===== config.mk =====
export PLATFORM = sky130hd
export DESIGN_NAME = ysyx_24110015_clint_flat
export DESIGN_NICKNAME = d
export VERILOG_FILES = /design/src/rtl/ysyx_24110015_clint_if.sv /design/src/rtl/ysyx_24110015_clint.sv /design/src/flat_wrapper.sv
export SDC_FILE = /design/constraint.sdc
export NUM_CORES = 1
export LEC_CHECK = 0
export CAP_MARGIN = 30
export CORE_UTILIZATION = 38
export DETAILED_ROUTE_END_ITERATION = 6
export DONT_BUFFER_PORTS = 1
export MAX_ROUTING_LAYER = met4
export PLACE_DENSITY = 0.52
export RECOVER_POWER = 25
export SLEW_MARGIN = 20
export SYNTH_ARGS = -nofsm -noshare
export SYNTH_HDL_FRONTEND = slang
export SYNTH_SLANG_ARGS = --single-unit
export TNS_END_PERCENT = 1

===== constraint.sdc =====
create_clock -name clk -period 6.5 [get_ports clk]
set_input_delay 0.325 -clock clk [delete_from_list [all_inputs] [get_ports clk]]
set_output_delay 0.325 -clock clk [all_outputs]
set_load 0.01 [all_outputs]

===== src/rtl/ysyx_24110015_clint_if.sv =====
// AXI-lite bus bundle between the crossbar CLINT port and the CLINT slave.
// The master modport is the crossbar side. The slave modport is the CLINT side.
// Channels:
//   AR: araddr/arvalid/arready
//   R : rdata/rresp/rvalid/rready
//   AW: awaddr/awvalid/awready
//   W : wdata/wstrb/wvalid/wready
//   B : bresp/bvalid/bready
interface ysyx_24110015_clint_if;
  logic [31:0] araddr;
  logic        arvalid;
  logic        arready;
  logic [31:0] rdata;
  logic [1:0]  rresp;
  logic        rvalid;
  logic        rready;
  logic [31:0] awaddr;
  logic        awvalid;
  logic        awready;
  logic [31:0] wdata;
  logic [3:0]  wstrb;
  logic        wvalid;
  logic        wready;
  logic [1:0]  bresp;
  logic        bvalid;
  logic        bready;

  modport master (
    output araddr, arvalid, rready, awaddr, awvalid, wdata, wstrb, wvalid, bready,
    input  arready, rdata, rresp, rvalid, awready, wready, bresp, bvalid
  );

  modport slave (
    input  araddr, arvalid, rready, awaddr, awvalid, wdata, wstrb, wvalid, bready,
    output arready, rdata, rresp, rvalid, awready, wready, bresp, bvalid
  );
endinterface


===== src/rtl/ysyx_24110015_clint.sv =====
// CLINT timer: an AXI-lite slave holding a free-running 64-bit mtime.
// Register map:
//   BASE   : mtime[31:0]
//   BASE+4 : mtime[63:32]
// Both words are readable and byte-writable. Any other address returns DECERR.
// mtime advances once every PRESCALE clk cycles.
// Ports:
//   clk - clock
//   rst - asynchronous reset, active high
//   bus - AXI-lite slave (see ysyx_24110015_clint_if)
module ysyx_24110015_clint #(
  parameter logic [31:0] BASE     = 32'h0200_0000,
  parameter int          PRESCALE = 1,
  parameter int          PRESC_W  = 16
) (
  input  logic                  clk,
  input  logic                  rst,
  ysyx_24110015_clint_if.slave  bus
);
  typedef enum logic [1:0] {IDLE, RD_RESP, WR_RESP} state_t;

  localparam logic [1:0]         RESP_OKAY   = 2'b00;
  localparam logic [1:0]         RESP_DECERR = 2'b11;
  localparam logic [PRESC_W-1:0] PRESC_MAX   = PRESC_W'(PRESCALE - 1);

  state_t             state;
  logic [63:0]        mtime;
  logic [PRESC_W-1:0] presc;
  logic [31:0]        rdata_q;
  logic [1:0]         rresp_q, bresp_q;
  logic               rvalid_q, bvalid_q;

  logic [31:0] rd_off, wr_off, rd_word;
  logic        tick, rd_fire, wr_fire, wr_lo, wr_hi, rd_hit;

  // Decode on the full address, so unaligned offsets fall through to DECERR.
  assign rd_off = bus.araddr - BASE;
  assign wr_off = bus.awaddr - BASE;

  // The crossbar holds arvalid/awvalid for a single cycle only,
  // so the readies are combinational.
  // A read wins over a simultaneous write.
  assign bus.arready = (state == IDLE);
  assign bus.awready = (state == IDLE) & bus.awvalid & bus.wvalid & ~bus.arvalid;
  assign bus.wready  = bus.awready;

  assign rd_fire = bus.arvalid & bus.arready;
  assign wr_fire = bus.awready;
  assign wr_lo   = wr_fire & (wr_off == 32'd0);
  assign wr_hi   = wr_fire & (wr_off == 32'd4);
  assign rd_hit  = (rd_off == 32'd0) | (rd_off == 32'd4);
  assign rd_word = (rd_off == 32'd0) ? mtime[31:0] :
                   (rd_off == 32'd4) ? mtime[63:32] : 32'd0;

  assign tick = (presc == PRESC_MAX);

  assign bus.rdata  = rdata_q;
  assign bus.rresp  = rresp_q;
  assign bus.rvalid = rvalid_q;
  assign bus.bresp  = bresp_q;
  assign bus.bvalid = bvalid_q;

  function automatic logic [31:0] merge(input logic [31:0] old, input logic [31:0] d,
                                        input logic [3:0] strb);
    logic [31:0] r;
    r = old;
    for (int i = 0; i < 4; i++)
      if (strb[i]) r[8*i +: 8] = d[8*i +: 8];
    return r;
  endfunction

  // Prescaler and mtime.
  // A write to either word pre-empts that cycle's increment.
  // The increment is not applied to either word, so no carry reaches the
  // word that was not written.
  always_ff @(posedge clk or posedge rst) begin
    if (rst) begin
      presc <= '0;
      mtime <= 64'd0;
    end else begin
      presc <= tick ? '0 : presc + PRESC_W'(1);
      if (wr_lo)      mtime[31:0]  <= merge(mtime[31:0],  bus.wdata, bus.wstrb);
      else if (wr_hi) mtime[63:32] <= merge(mtime[63:32], bus.wdata, bus.wstrb);
      else if (tick)  mtime        <= mtime + 64'd1;
    end
  end

  // Bus FSM with registered response channels.
  always_ff @(posedge clk or posedge rst) begin
    if (rst) begin
      state    <= IDLE;
      rdata_q  <= 32'd0;
      rresp_q  <= RESP_OKAY;
      rvalid_q <= 1'b0;
      bresp_q  <= RESP_OKAY;
      bvalid_q <= 1'b0;
    end else begin
      case (state)
        IDLE: begin
          if (rd_fire) begin
            rdata_q  <= rd_word;
            rresp_q  <= rd_hit ? RESP_OKAY : RESP_DECERR;
            rvalid_q <= 1'b1;
            state    <= RD_RESP;
          end else if (wr_fire) begin
            bresp_q  <= (wr_lo | wr_hi) ? RESP_OKAY : RESP_DECERR;
            bvalid_q <= 1'b1;
            state    <= WR_RESP;
          end
        end
        RD_RESP: if (bus.rready) begin
          rvalid_q <= 1'b0;
          state    <= IDLE;
        end
        WR_RESP: if (bus.bready) begin
          bvalid_q <= 1'b0;
          state    <= IDLE;
        end
        default: state <= IDLE;
      endcase
    end
  end
endmodule


===== src/flat_wrapper.sv =====
// flat-port wrapper written by rule: the top's interface ports become plain ports
module ysyx_24110015_clint_flat 
#(
  parameter logic [31:0] BASE     = 32'h0200_0000,
  parameter int          PRESCALE = 1,
  parameter int          PRESC_W  = 16
)
  (clk, rst, bus_araddr, bus_arvalid, bus_rready, bus_awaddr, bus_awvalid, bus_wdata, bus_wstrb, bus_wvalid, bus_bready, bus_arready, bus_rdata, bus_rresp, bus_rvalid, bus_awready, bus_wready, bus_bresp, bus_bvalid);
  ysyx_24110015_clint_if bus_i ();
  input  logic clk;
  input  logic rst;
  input wire logic [$bits(bus_i.araddr)-1:0] bus_araddr;
  input wire logic [$bits(bus_i.arvalid)-1:0] bus_arvalid;
  input wire logic [$bits(bus_i.rready)-1:0] bus_rready;
  input wire logic [$bits(bus_i.awaddr)-1:0] bus_awaddr;
  input wire logic [$bits(bus_i.awvalid)-1:0] bus_awvalid;
  input wire logic [$bits(bus_i.wdata)-1:0] bus_wdata;
  input wire logic [$bits(bus_i.wstrb)-1:0] bus_wstrb;
  input wire logic [$bits(bus_i.wvalid)-1:0] bus_wvalid;
  input wire logic [$bits(bus_i.bready)-1:0] bus_bready;
  output wire logic [$bits(bus_i.arready)-1:0] bus_arready;
  output wire logic [$bits(bus_i.rdata)-1:0] bus_rdata;
  output wire logic [$bits(bus_i.rresp)-1:0] bus_rresp;
  output wire logic [$bits(bus_i.rvalid)-1:0] bus_rvalid;
  output wire logic [$bits(bus_i.awready)-1:0] bus_awready;
  output wire logic [$bits(bus_i.wready)-1:0] bus_wready;
  output wire logic [$bits(bus_i.bresp)-1:0] bus_bresp;
  output wire logic [$bits(bus_i.bvalid)-1:0] bus_bvalid;
  assign bus_i.araddr = bus_araddr;
  assign bus_i.arvalid = bus_arvalid;
  assign bus_i.rready = bus_rready;
  assign bus_i.awaddr = bus_awaddr;
  assign bus_i.awvalid = bus_awvalid;
  assign bus_i.wdata = bus_wdata;
  assign bus_i.wstrb = bus_wstrb;
  assign bus_i.wvalid = bus_wvalid;
  assign bus_i.bready = bus_bready;
  assign bus_arready = bus_i.arready;
  assign bus_rdata = bus_i.rdata;
  assign bus_rresp = bus_i.rresp;
  assign bus_rvalid = bus_i.rvalid;
  assign bus_awready = bus_i.awready;
  assign bus_wready = bus_i.wready;
  assign bus_bresp = bus_i.bresp;
  assign bus_bvalid = bus_i.bvalid;
  ysyx_24110015_clint #(.BASE(BASE), .PRESCALE(PRESCALE), .PRESC_W(PRESC_W)) u_core (.clk(clk), .rst(rst), .bus(bus_i));
endmodule

==> summary.md, run 1 <==
| Metric | Value |
|---|---|
| Run status | `complete, but fails checks` |
| Failing checks | `max-capacitance violations, max-slew violations` |
| Vias in the first global route | `6429` |
| Post-Syn Area | `6920 um2` |
| Internal | `1340 uW` |
| Grt ovf | `0` |
| Critical Path AT | `3330 ps` |
| Routed wl met3 | `1790 um` |
| GRT Total Usage | `0.261` |
| Minimum clock period after layout | `2980 ps` |
| Hold Crit Class | `primary input to flip-flop` |
| Via Count | `6293` |
| Met2 WL | `10800 um` |
| DIE HEIGHT | `137 um` |
| Avg Synthesized Cell Area | `8.99 um2` |
| Root Buffer | `clkbuf_16` |
| Reg2reg path depth | `7` |
| Relative slew slack | `-0.387` |
| Kind of critical path | `flip-flop to flip-flop` |
| Critical Path RT | `6850 ps` |
| Core ar. | `17500 um2` |
| Psw | `around 420 uW` |
| Worst-path cell chain | `nor2_2, nand4b_2, or4_2, buf_4, o22ai_4, o21ai_0, a22oi_1` |
| Max Freq | `336 MHz` |
| Worst VDD drop | `0.000190 V` |
| Delay of the slowest critical-path stage | `710 ps` |
| DP HPWL | `16100 um` |
| DRT Pass-1 Iters | `7` |
| Switch share | `0.239` |
| H-tree levels | `4` |
| CTS Buffer Depth | `2` |
| CP max-delay cell | `or4_2` |
| Gate Count Post-Synth | `770` |
| Main synth FF type | `dfrtp_1` |
| Worst slack, placed | `roughly 3500 ps` |
| Initial antenna violation count | `0` |
| Max Cap Viol | `1` |
| Drt via density | `6.26` |
| Most frequent cells in the layout | `dfrtp_1 (118), nand2_1 (82), o21ai_0 (60)` |
| Wire length per cell | `22.2 um` |
| Residual DRC | `0` |
| Sequential share of the synthesized area | `0.427` |
| Nets | `880` |
| Number of buffers created by CTS | `17` |
| GP Congestion | `0.890` |
| Final TNS setup | `0 ps` |
| Startpoint Class | `flip-flop` |
| Largest net degree at the start of global routing | `62` |
| Final setup vio count | `0` |
| Worst hold stages | `2` |
| Die area | `18800 um2` |
| Iteration-0 DRC Markers | `510` |
| M1 wire length | `9430 um` |
| Effective utilization at floorplan | `0.395` |
| Worst-Skew Late Latency | `between 400 and 500 ps` |
| Most common cell after layout, fill and taps aside | `dfrtp_1` |
| Routed WL | `roughly 22000 um` |
| Worst-path clk slew | `about 60 ps` |
| YS warnings | `0` |
| Number of port buffers | `0` |
| # IOs | `148` |
| WHS | `25.3 ps` |
| Fraction of layout instances using a drive strength above 1 | `0.104` |
| CTS tree | `built` |
| CP endpoint kind | `flip-flop` |
| Final WS setup | `approximately 3500 ps` |
| Slew Viols, Final | `44` |
| Comb pwr share | `0.034` |
| FF+latch count, synth | `118` |
| Clock Skew | `13.8 ps` |
| Netlist cell types | `68` |
| Core Rows | `48` |
| Mapped Nets | `882` |
| FFs w/ async S/R, synth | `1.00` |
| Fillcell total | `roughly 1700` |
| Pwr per Cell Area | `227 nW/um2` |
| Clock power frac | `0.538` |
| Storage element area | `2950 um2` |
| Max FO, Critical Path | `61` |
| Pleak | `0.00321 uW` |
| Reg power frac | `0.428` |
| Clock Sinks | `118` |
| Area grow syn2layout | `11.8%` |
| Inserted Diodes | `0` |
| RSZ-0062 raised after global routing | `false` |
| Number of synthesized flops with an enable pin | `0` |
| Antenna Nets Post-Route | `0` |
| First-pass GRT wire length | `roughly 36000 um` |
| Die X | `between 100 and 150 um` |
| Final hold violation count | `0` |
| Tot Pwr | `1760 uW` |
| Slew @ Worst Pin | `2070 ps` |
| Final worst-path cycle share | `0.458` |
| # resized after CTS | `0` |
| Multi-input gate area | `3680 um2` |
| DR top layer | `met4` |
==> Yosys cell counts, drive strengths merged, types with 2 or more instances <==
cell / count / area (um2)
a32oi: 2 / 17.5
nor2: 56 / 213
dfrtp: 118 / 2950
a311oi: 5 / 50.0
a21o: 7 / 52.6
ha: 5 / 62.6
mux2i: 32 / 320
nor4b: 3 / 38.8
nand4: 29 / 188
a21oi: 56 / 280
nand3: 49 / 250
o211ai: 8 / 60.1
o32ai: 4 / 35.0
o31ai: 4 / 30.0
buf: 16 / 124
nand2b: 3 / 18.8
or2: 2 / 12.5
a21boi: 3 / 22.5
nor3: 26 / 180
o21ai: 61 / 305
nand2: 82 / 308
inv: 26 / 97.6
o2bb2ai: 2 / 17.5
a22oi: 4 / 30.0
a31o: 5 / 43.8
nor4: 25 / 224
a31oi: 3 / 18.8
a211oi: 16 / 135
o21a: 2 / 15.0
o22ai: 19 / 145
xor2: 3 / 26.3
and2: 9 / 56.3
and3: 17 / 106
xnor2: 14 / 123
clkbuf: 20 / 75.1
and4: 10 / 87.6
or4: 6 / 48.8
or3: 7 / 43.8
==> state kept, by name (all words and copies together), names as in the netlist <==
register,count
u_core.presc,16
u_core.mtime,64
u_core.bus.rresp,1
u_core.bus.rvalid,1
u_core.bus.bvalid,1
u_core.bus.rdata,32
u_core.state,2
u_core.bus.bresp,1
==> power by group through the flow <==
stage          clock [uW]  combinational, uW  sequential (uW)
2_1_floorplan           0               50.8              762
3_3_place_gp            0               56.4              764
3_5_place_dp            0               60.8              765
4_1_cts               961               61.7              752
5_1_grt               995               67.6              753
6_report              946               59.2              752
==> kinds of logic (layout without fill, tap and decap cells) <==
logic type / count (synthesis) / count (layout) / synth area share
mux: 32 / 32 / 0.0463
fa+ha+maj: 5 / 5 / 0.00904
compound gates: 209 / 209 / 0.193
simple gates: 327 / 327 / 0.261
buf+inv: 62 / 73 / 0.0429
flops: 118 / 118 / 0.427
xor+xnor: 17 / 17 / 0.0215
==> metrics by stage <==
step / cell area, um2 / util / std cells
finish: 7730 / 0.441 / 1006
global route: 7730 / 0.441 / 1006
CTS: 7730 / 0.441 / 1005
detailed placement: 7110 / 0.406 / 971
global placement: 7090 / 0.405 / 970
floorplan: 6920 / - / 770
==> path summary, 6_finish.rpt <==
| path | endpoint | slack, ps | start |
|---|---|---|---|
| max | u_core.mtime[36] | 3520 | u_core.state[1] |
| min | u_core.mtime[26] | 30 | bus_wdata[26] |
| max reg2reg | u_core.mtime[36] | 3520 | u_core.state[1] |
| min reg2reg | u_core.presc[11] | 510 | u_core.presc[11] |
| max in group asynchronous | u_core.mtime[50] | 4090 | rst |
| min in group asynchronous | u_core.bus.rdata[30] | 890 | rst |
==> layer usage <==
layer / vias up / global-route usage
met5: - / -
met4: 0 / 0.0751
met3: 25 / 0.0693
met2: 308 / 0.418
met1: 3071 / 0.322
li1: 2889 / -
==> repair_timing <==
action | 4_1_cts | 5_1_grt
hold buffers | 2 | 0
buffers inserted | 0 | 0
hold endpoints to repair | 43 | 0
==> final cells by class <==
type / instances / share of cell area
clock buffer: 18 / 0.0568
tap: 225 / 0.0364
multi-input combinational: 590 / 0.476
sequential: 118 / 0.382
clock inverter: 14 / 0.0197
timing repair buffer: 15 / 0.0168
inverter: 26 / 0.0128
==> worst max-delay path, delay by kind of cell (launching register included) <==
family,cells,cell delay (ps)
compound gates,3,830
simple gates,3,1260
buf+inv,1,350
flops,1,440
Power figures use the tool's default switching activity.
==> run 2, diff against run 1 <==
==> constraint.sdc (replaced) <==
create_clock -name clk -period 3 [get_ports clk]
set_input_delay 0.15 -clock clk [delete_from_list [all_inputs] [get_ports clk]]
set_output_delay 0.15 -clock clk [all_outputs]
set_load 0.01 [all_outputs]
==> run 2 against run 1 <==
  * The flow still finishes with violations (max-capacitance violations, max-slew violations)
  * Sequential share of layout area shrank 3.2 points
  * Worst setup slack lost 3400 ps
  * Register-to-register slack lost 3400 ps
  * Count of clock-buffer cells in the layout grew 1
  * Sequential power grew 120%
  * Combinational power grew to 3.5 times the previous value
  * Clock power grew 130%
  * Critical path depth grew 2
  * Flip-flop and latch count is the same
  * Routed wire length grew 6.3%
  * Critical endpoint is now u_core.mtime[30]
==> summary.md, run 2 (synthesized netlist as in run 1, its figures left out) <==
| Metric | Value |
|---|---|
| Run status | `complete, but fails checks` |
| Failing checks | `max-capacitance violations, max-slew violations` |
| WHS | `about 5.4 ps` |
| Final TNS setup | `0 ps` |
| Drt via density | `slightly above 6` |
| Max FO, Critical Path | `18` |
| Internal | `3110 uW` |
| Number of port buffers | `0` |
| Final worst-path cycle share | `0.949` |
| Routed WL | `about 24000 um` |
| Area grow syn2layout | `21.9%` |
| CP max-delay cell | `dlygate4sd3_1` |
| First-pass GRT wire length | `36500 um` |
| Hold Crit Class | `primary input to flip-flop` |
| Slew Viols, Final | `119` |
| Worst path top cell family by delay | `simple AND/OR/NAND/NOR gates` |
| GP Congestion | `0.902` |
| CTS Buffer Depth | `2` |
| Wire length per cell | `22.1 um` |
| Core Rows | `48` |
| Comb pwr share | `0.051` |
| Max Cap Viol | `1` |
| Worst-path cell chain | `nor2_4, nand4b_2, buf_4, or4_1, buf_6, nor3_4, nand2_1, dlygate4sd3_1, nand3_1` |
| Via Count | `6637` |
| Effective utilization at floorplan | `0.395` |
| Critical Path RT | `roughly 3400 ps` |
| DP HPWL | `16600 um` |
| Worst slack, placed | `a little under 300 ps` |
| Clock Skew | `about 9.8 ps` |
| Die X | `137 um` |
| DIE HEIGHT | `137 um` |
| Residual DRC | `0` |
| GRT Total Usage | `0.272` |
| Placed cell area | `7230 um2` |
| Final hold violation count | `0` |
| WP buf/inv | `3` |
| Largest Register | `u_core.mtime` |
| Fillcell total | `1681` |
| Largest net degree at the start of global routing | `119` |
| Final WS setup | `153 ps` |
| Initial antenna violation count | `0` |
| Pwr per Cell Area | `481 nW/um2` |
| Max FFs per register | `64` |
| H-tree levels | `4` |
| CTS tree | `built` |
| Reg power frac | `0.402` |
| Delay of the slowest critical-path stage | `around 560 ps` |
| # IOs | `148` |
| Critical Path AT | `roughly 3200 ps` |
| Final setup vio count | `0` |
| Number of buffers created by CTS | `17` |
| Pleak | `roughly 0.0035 uW` |
| Kind of critical path | `flip-flop to flip-flop` |
| Most common cell after layout, fill and taps aside | `dfrtp_1` |
| Worst-Skew Late Latency | `440 ps` |
| Most frequent cells in the layout | `dfrtp_1 (117), nand2_1 (82), o21ai_0 (60)` |
| Fraction of layout instances using a drive strength above 1 | `0.123` |
| Relative slew slack | `-0.151` |
| Clock Sinks | `~120` |
| Psw | `943 uW` |
| Grt ovf | `0` |
| Root Buffer | `clkbuf_16` |
| Startpoint Class | `flip-flop` |
| Clock power frac | `0.547` |
| Worst-path clk slew | `~60 ps` |
| Nets | `951` |
| Final instance area | `8430 um2` |
| Max Freq | `approximately 350 MHz` |
| RSZ-0062 raised after global routing | `false` |
| Switch share | `0.232` |
| Inserted Diodes | `0` |
| Iteration-0 DRC Markers | `582` |
| Minimum clock period after layout | `2850 ps` |
| Slew @ Worst Pin | `1730 ps` |
| CP endpoint kind | `flip-flop` |
| Worst VDD drop | `0.000513 V` |
| Die area | `around 19000 um2` |
| Vias in the first global route | `6584` |
| DRT Pass-1 Iters | `5` |
| Antenna Nets Post-Route | `0` |
| Core ar. | `17500 um2` |
-- run 2: path summary, 6_finish.rpt --
check | slack (ps) | cells after the start | start | end
worst max-delay path | 150 | 9 | u_core.state[0] | u_core.mtime[30]
min in group asynchronous | 820 | 3 | rst | u_core.mtime[22]
worst min register to register | 480 | 1 | u_core.presc[15] | u_core.presc[15]
max in group asynchronous | 950 | 3 | rst | u_core.state[0]
worst min-delay path | 5 | 3 | bus_awaddr[2] | u_core.mtime[1]
worst max register to register | 150 | 9 | u_core.state[0] | u_core.mtime[30]
-- run 2: area by class of cell --
class,count,area (um2),area share
Inverter,26,101,0.0120
Clock buffer,19,453,0.0537
Clock inverter,12,176,0.0209
Sequential cell,118,2950,0.350
Timing Repair Buffer,86,785,0.0930
Multi-Input combinational cell,590,3680,0.437
Tap cell,225,282,0.0334
-- run 2: repair_timing --
item | CTS | global route
setup endpoints to repair | 0 | 6
hold buffers | 50 | 0
gates resized for setup | 0 | 3
buffers inserted | 0 | 9
hold endpoints to repair | 210 | 0
-- run 2: per-stage QoR --
step	total power [uW]	instances	utilization
final	4060	1076	0.481
after global routing	4180	1076	0.481
after CTS	4080	1067	0.477
after detailed placement	1790	986	0.412
after global placement	1790	986	0.412
after floorplan	1760	770	-
-- run 2: worst min-delay path, delay by kind of cell --
family | cells | cell delay [ps]
AO/OA/AOI/OAI | 1 | 150
AND/OR/NAND/NOR | 2 | 110
-- run 2: power groups by stage --
stage,Sequential [uW],Combinational [uW],Clock (uW)
after detailed placement,1660,135,0
final,1630,208,2220
after global placement,1660,129,0
after global routing,1630,229,2320
after floorplan,1650,110,0
after CTS,1630,212,2240
-- run 2: layer usage --
metal,GRT usage,share of wire
met5,-,0
met4,0.106,0.027
met3,0.0678,0.070
met2,0.419,0.47
met1,0.343,0.44
